File: config.mk
export PLATFORM = sky130hd
export DESIGN_NAME = alu_cmd_sequencer
export DESIGN_NICKNAME = d
export VERILOG_FILES = /design/src/rtl/alu_cmd_sequencer.sv
export SDC_FILE = /design/constraint.sdc
export NUM_CORES = 1
export LEC_CHECK = 0
export CORE_ASPECT_RATIO = 2
export CORE_MARGIN = 2
export CORE_UTILIZATION = 30
export DETAILED_ROUTE_END_ITERATION = 10
export HOLD_SLACK_MARGIN = 0.06
export RECOVER_POWER = 100
export SYNTH_ARGS = -nofsm -noshare
export SYNTH_HDL_FRONTEND = slang
export SYNTH_SLANG_ARGS = --single-unit
File: constraint.sdc
create_clock -name clk -period 4.1 [get_ports clk]
set_clock_uncertainty 0.2 [all_clocks]
set_input_delay 1.23 -clock clk [delete_from_list [all_inputs] [get_ports clk]]
set_output_delay 1.23 -clock clk [all_outputs]
set_load 0.03 [all_outputs]
File: src/rtl/alu_cmd_sequencer.sv
// Valid/ready command front-end for an external combinational ALU: registers the ALU inputs for one
// EXEC cycle, captures the result with flags, and keeps a chaining accumulator and an op counter.
module alu_cmd_sequencer #(
    parameter int WIDTH = 8,
    parameter int CNT_W = 16
) (
    input  logic             clk,
    input  logic             rst,
    input  logic             cmd_valid,
    output logic             cmd_ready,
    input  logic [2:0]       cmd_sel,
    input  logic [WIDTH-1:0] cmd_a,
    input  logic [WIDTH-1:0] cmd_b,
    input  logic             cmd_acc,
    output logic [WIDTH-1:0] alu_a,
    output logic [WIDTH-1:0] alu_b,
    output logic [2:0]       alu_sel,
    input  logic [WIDTH-1:0] alu_result,
    output logic             rsp_valid,
    input  logic             rsp_ready,
    output logic [WIDTH-1:0] rsp_result,
    output logic             rsp_zero,
    output logic             rsp_neg,
    output logic             rsp_err,
    output logic [CNT_W-1:0] op_count
);

    typedef enum logic [1:0] {IDLE, EXEC, RESP} state_t;

    state_t             state_q, state_d;
    logic               cmd_ready_q, cmd_ready_d;
    logic [WIDTH-1:0]   alu_a_q, alu_a_d;
    logic [WIDTH-1:0]   alu_b_q, alu_b_d;
    logic [2:0]         alu_sel_q, alu_sel_d;
    logic               ill_q, ill_d;
    logic [WIDTH-1:0]   acc_q, acc_d;
    logic               rsp_valid_q, rsp_valid_d;
    logic [WIDTH-1:0]   rsp_result_q, rsp_result_d;
    logic               rsp_zero_q, rsp_zero_d;
    logic               rsp_neg_q, rsp_neg_d;
    logic               rsp_err_q, rsp_err_d;
    logic [CNT_W-1:0]   op_count_q, op_count_d;

    logic [WIDTH-1:0]   a_eff;
    logic               legal;

    always_comb begin
        state_d      = state_q;
        alu_a_d      = alu_a_q;
        alu_b_d      = alu_b_q;
        alu_sel_d    = alu_sel_q;
        ill_d        = ill_q;
        acc_d        = acc_q;
        rsp_valid_d  = rsp_valid_q;
        rsp_result_d = rsp_result_q;
        rsp_zero_d   = rsp_zero_q;
        rsp_neg_d    = rsp_neg_q;
        rsp_err_d    = rsp_err_q;
        op_count_d   = op_count_q;
        a_eff        = cmd_acc ? acc_q : cmd_a;
        legal        = (cmd_sel <= 3'd4);

        case (state_q)
            IDLE: begin
                if (cmd_valid) begin
                    // Illegal op codes never reach the ALU: its inputs stay at zero.
                    state_d   = EXEC;
                    ill_d     = !legal;
                    alu_a_d   = legal ? a_eff   : '0;
                    alu_b_d   = legal ? cmd_b   : '0;
                    alu_sel_d = legal ? cmd_sel : 3'd0;
                end
            end
            EXEC: begin
                state_d      = RESP;
                alu_a_d      = '0;
                alu_b_d      = '0;
                alu_sel_d    = 3'd0;
                rsp_valid_d  = 1'b1;
                rsp_result_d = ill_q ? '0 : alu_result;
                rsp_zero_d   = ill_q || (alu_result == '0);
                rsp_neg_d    = !ill_q && alu_result[WIDTH-1];
                rsp_err_d    = ill_q;
                if (!ill_q) begin
                    acc_d = alu_result;
                end
            end
            RESP: begin
                if (rsp_ready) begin
                    state_d     = IDLE;
                    rsp_valid_d = 1'b0;
                    op_count_d  = op_count_q + {{(CNT_W-1){1'b0}}, 1'b1};
                end
            end
            default: state_d = IDLE;
        endcase

        cmd_ready_d = (state_d == IDLE);
    end

    always_ff @(posedge clk) begin
        if (rst) begin
            state_q      <= IDLE;
            cmd_ready_q  <= 1'b1;
            alu_a_q      <= '0;
            alu_b_q      <= '0;
            alu_sel_q    <= 3'd0;
            ill_q        <= 1'b0;
            acc_q        <= '0;
            rsp_valid_q  <= 1'b0;
            rsp_result_q <= '0;
            rsp_zero_q   <= 1'b0;
            rsp_neg_q    <= 1'b0;
            rsp_err_q    <= 1'b0;
            op_count_q   <= '0;
        end else begin
            state_q      <= state_d;
            cmd_ready_q  <= cmd_ready_d;
            alu_a_q      <= alu_a_d;
            alu_b_q      <= alu_b_d;
            alu_sel_q    <= alu_sel_d;
            ill_q        <= ill_d;
            acc_q        <= acc_d;
            rsp_valid_q  <= rsp_valid_d;
            rsp_result_q <= rsp_result_d;
            rsp_zero_q   <= rsp_zero_d;
            rsp_neg_q    <= rsp_neg_d;
            rsp_err_q    <= rsp_err_d;
            op_count_q   <= op_count_d;
        end
    end

    assign cmd_ready  = cmd_ready_q;
    assign alu_a      = alu_a_q;
    assign alu_b      = alu_b_q;
    assign alu_sel    = alu_sel_q;
    assign rsp_valid  = rsp_valid_q;
    assign rsp_result = rsp_result_q;
    assign rsp_zero   = rsp_zero_q;
    assign rsp_neg    = rsp_neg_q;
    assign rsp_err    = rsp_err_q;
    assign op_count   = op_count_q;

endmodule

==> results.json <==
{
  "run_status": "finished, violations left",
  "violations": "max-capacitance violations, max-slew violations",
  "clock_latency_ps": 320,
  "cts_tree": "yes",
  "syn_inst": 250,
  "ioPinCount": 80,
  "cp.required_ps": 4150,
  "dp_hpwl_um": 4440,
  "initial_core_util_pct": 31.0,
  "synth_fa_ha_area_share_pct": 0.552,
  "wl_um": 6150,
  "cp.buffers_inverters": 1,
  "synth.top_cell.area_share_pct": 51.2,
  "clk_pin_slew_ps": 50,
  "cellInternalPower_mw": 1.11,
  "cp.depth": 3,
  "cp.arrival_ps": 3350,
  "cts_sinks": 58,
  "fp-row-count": 44,
  "crit_family": "buffers and inverters",
  "finalSetupViolCount": 0,
  "period_minus_slack_ps": 3300,
  "yosysMostFrequentCell": "dfxtp_1",
  "power_density_mw_per_mm2": 429,
  "synthMuxAreaShare_pct": 3.97,
  "critical_path_class": "in2reg",
  "tightest_slew_ps": 2490,
  "rsz0062_at_grt": "false",
  "ys_seq_elements": 58,
  "track_usage_pct": 15.7,
  "switchingPower_uw": 342,
  "total_power_mw": 1.45,
  "fmax_mhz": 303,
  "die_h_um": 127,
  "drt_iter0_drc": 59,
  "syn_nets": 283,
  "clock-root-buffer": "clkbuf_16",
  "antenna_found_initial": 0,
  "h-tree-depth": 3,
  "ys_seq_area_share_pct": 51.2,
  "relSlewSlack_pct": -66.2,
  "synthFlopType": "dfxtp_1",
  "slowest_stage": "clkbuf_1",
  "gp_congestion": 0.729,
  "reg2reg_depth": 5,
  "synth-simple-area-share_pct": 22.8,
  "hold_class": "reg2reg",
  "synth_edf_count": 0,
  "yosys.area.top_type": "dfxtp_1",
  "vias_per_cell": 4.81,
  "syn_avg_cell_area_um2": 9.07,
  "cp_max_fo": 57,
  "synth_top_family_by_area": "simple AND/OR/NAND/NOR gates",
  "wire_per_inst_um": 14.5,
  "yosys_warnings": 0,
  "drc_errors": 0,
  "synth_xor_xnor_area_share_pct": 3.86,
  "vdd_drop_max_v": 0.000230,
  "syn_area_mm2": 0.00227,
  "swShare_pct": 23.6,
  "layout-drive-gt1-share_pct": 7.83,
  "n_antenna_cell": 0,
  "coreArea_mm2": 0.00732,
  "postCtsSetupBuffers": 0,
  "power.share.sequential_pct": 41.2,
  "io_buffers": 79,
  "power_leakage_nw": 1.34,
  "ant_nets": 0,
  "finalSetupTns_ps": 0,
  "cts_buffer_depth": 2,
  "ys_async_sr_fraction_pct": 0,
  "grt_max_degree": 58,
  "synth_area_leaders": "dfxtp_1 (51%), a22oi_1 (6.0%), nor2_1 (5.8%)",
  "synth_common_cells": "dfxtp_1 (58), nor2_1 (35), nand2_1 (31), a21oi_1 (25), a22oi_1 (18)",
  "path_cells": "clkbuf_1, nor2b_1, nor2_1",
  "grt_pass1_wl_um": 9630,
  "hold_viol": 0,
  "numCtsBuffers": 9,
  "slowest_delay_ps": 1730,
  "grt_pass1_vias": 2034,
  "combPwrFrac_pct": 10.5,
  "syn_to_final_growth_pct": 49.1,
  "die-area_mm2": 0.00831,
  "die_w_um": 65.5,
  "cts_hold_buf": 0,
  "synth_compound_area_share_pct": 14.1,
  "synth_cell_type_count": 38,
  "finalCritPeriodShare_pct": 80.4,
  "grt_overflow": 0,
  "first_pass_iters": 4,
  "start_kind": "input pin",
  "rrSetupSlack_ps": 2200,
  "slew_viol_final": 58,
  "maxCapViolations": 1,
  "finalNetCount": 360,
  "num_vias": 2038,
  "end_kind": "flop",
  "cts_resized": 0,
  "hold_depth": 2,
  "clkPwrFrac_pct": 48.3
}
worst paths after layout:
kind                 start       endpoint
max                    rst      cmd_ready
min          rsp_result[3]  rsp_result[3]
max reg2reg     state_q[1]       alu_b[1]
min reg2reg  rsp_result[3]  rsp_result[3]
cell usage in the layout, fill, tap and decap left out, types with 4 or more instances in the layout:
master,synthesis,layout
mux2_2,8,8
nand3_1,4,4
a21oi_1,25,25
xor2_1,4,4
a22oi_1,18,18
o21ai_0,6,6
nand4_1,6,6
nor3_1,6,6
nand2_1,31,31
clkbuf_16,0,9
xnor2_1,6,6
or3_1,4,4
dfxtp_1,58,58
nor2_1,35,35
clkdlybuf4s50_1,0,30
dlygate4sd3_1,0,48
worst min-delay path, stage by stage (launching register included):
cell,delay [ps]
dfxtp_1,300
nand2_1,50
a21oi_1,50
registers in the layout (all words and copies together), names as in the netlist:
signal and flops:
acc_q 8, alu_a 8, alu_b 8, alu_sel 3, cmd_ready 1, ill_q 1
op_count 16, rsp_err 1, rsp_result 8, rsp_valid 1, rsp_zero 1, state_q 2
power by group through the flow:
| stage | clock network [mW] | logic [mW] | registers [mW] |
|---|---|---|---|
| 6_report | 0.700 | 0.153 | 0.597 |
| 5_1_grt | 0.746 | 0.165 | 0.599 |
| 4_1_cts | 0.720 | 0.160 | 0.598 |
| 2_1_floorplan | 0 | 0.0602 | 0.635 |
| 3_3_place_gp | 0 | 0.158 | 0.609 |
| 3_5_place_dp | 0 | 0.159 | 0.609 |
cell families (layout without fill, tap and decap cells):
kind of cell | count (synthesis) | count (layout)
compound gates | 52 | 52
xor+xnor | 10 | 10
fa+ha+maj | 1 | 1
buf+inv | 15 | 97
flops | 58 | 58
mux | 8 | 8
simple gates | 106 | 106
through the flow:
step                      utilization (%)  hold slack [ps]  cell area (um2)  instances  setup slack (ps)
after CTS                            46.2              255             3380        424              1150
after detailed placement             42.3              249             3100        408               878
after global routing                 46.2              269             3380        424               519
final                                46.2              249             3380        424               802
after floorplan                         -              233             2270        250              1730
after global placement               42.3              243             3100        408               929
layer usage:
layer	up-vias	part of all wire (%)	global-route usage (%)	wire length, um
met5	-	0	0	0
met4	0	2.9	8.33	177
met3	11	4.6	5.28	285
met2	64	56	28.1	3440
met1	934	37	15.5	2250
li1	1029	-	-	-
layout make-up:
type	count	area [um2]
multi-input cells	177	1030
clock inverters	2	10.0
flip-flops and latches	58	1160
repair buffers	80	792
fillers	726	3940
inverters	1	3.75
clock buffers	14	274
well taps	92	115
Power figures use the tool's default switching activity.
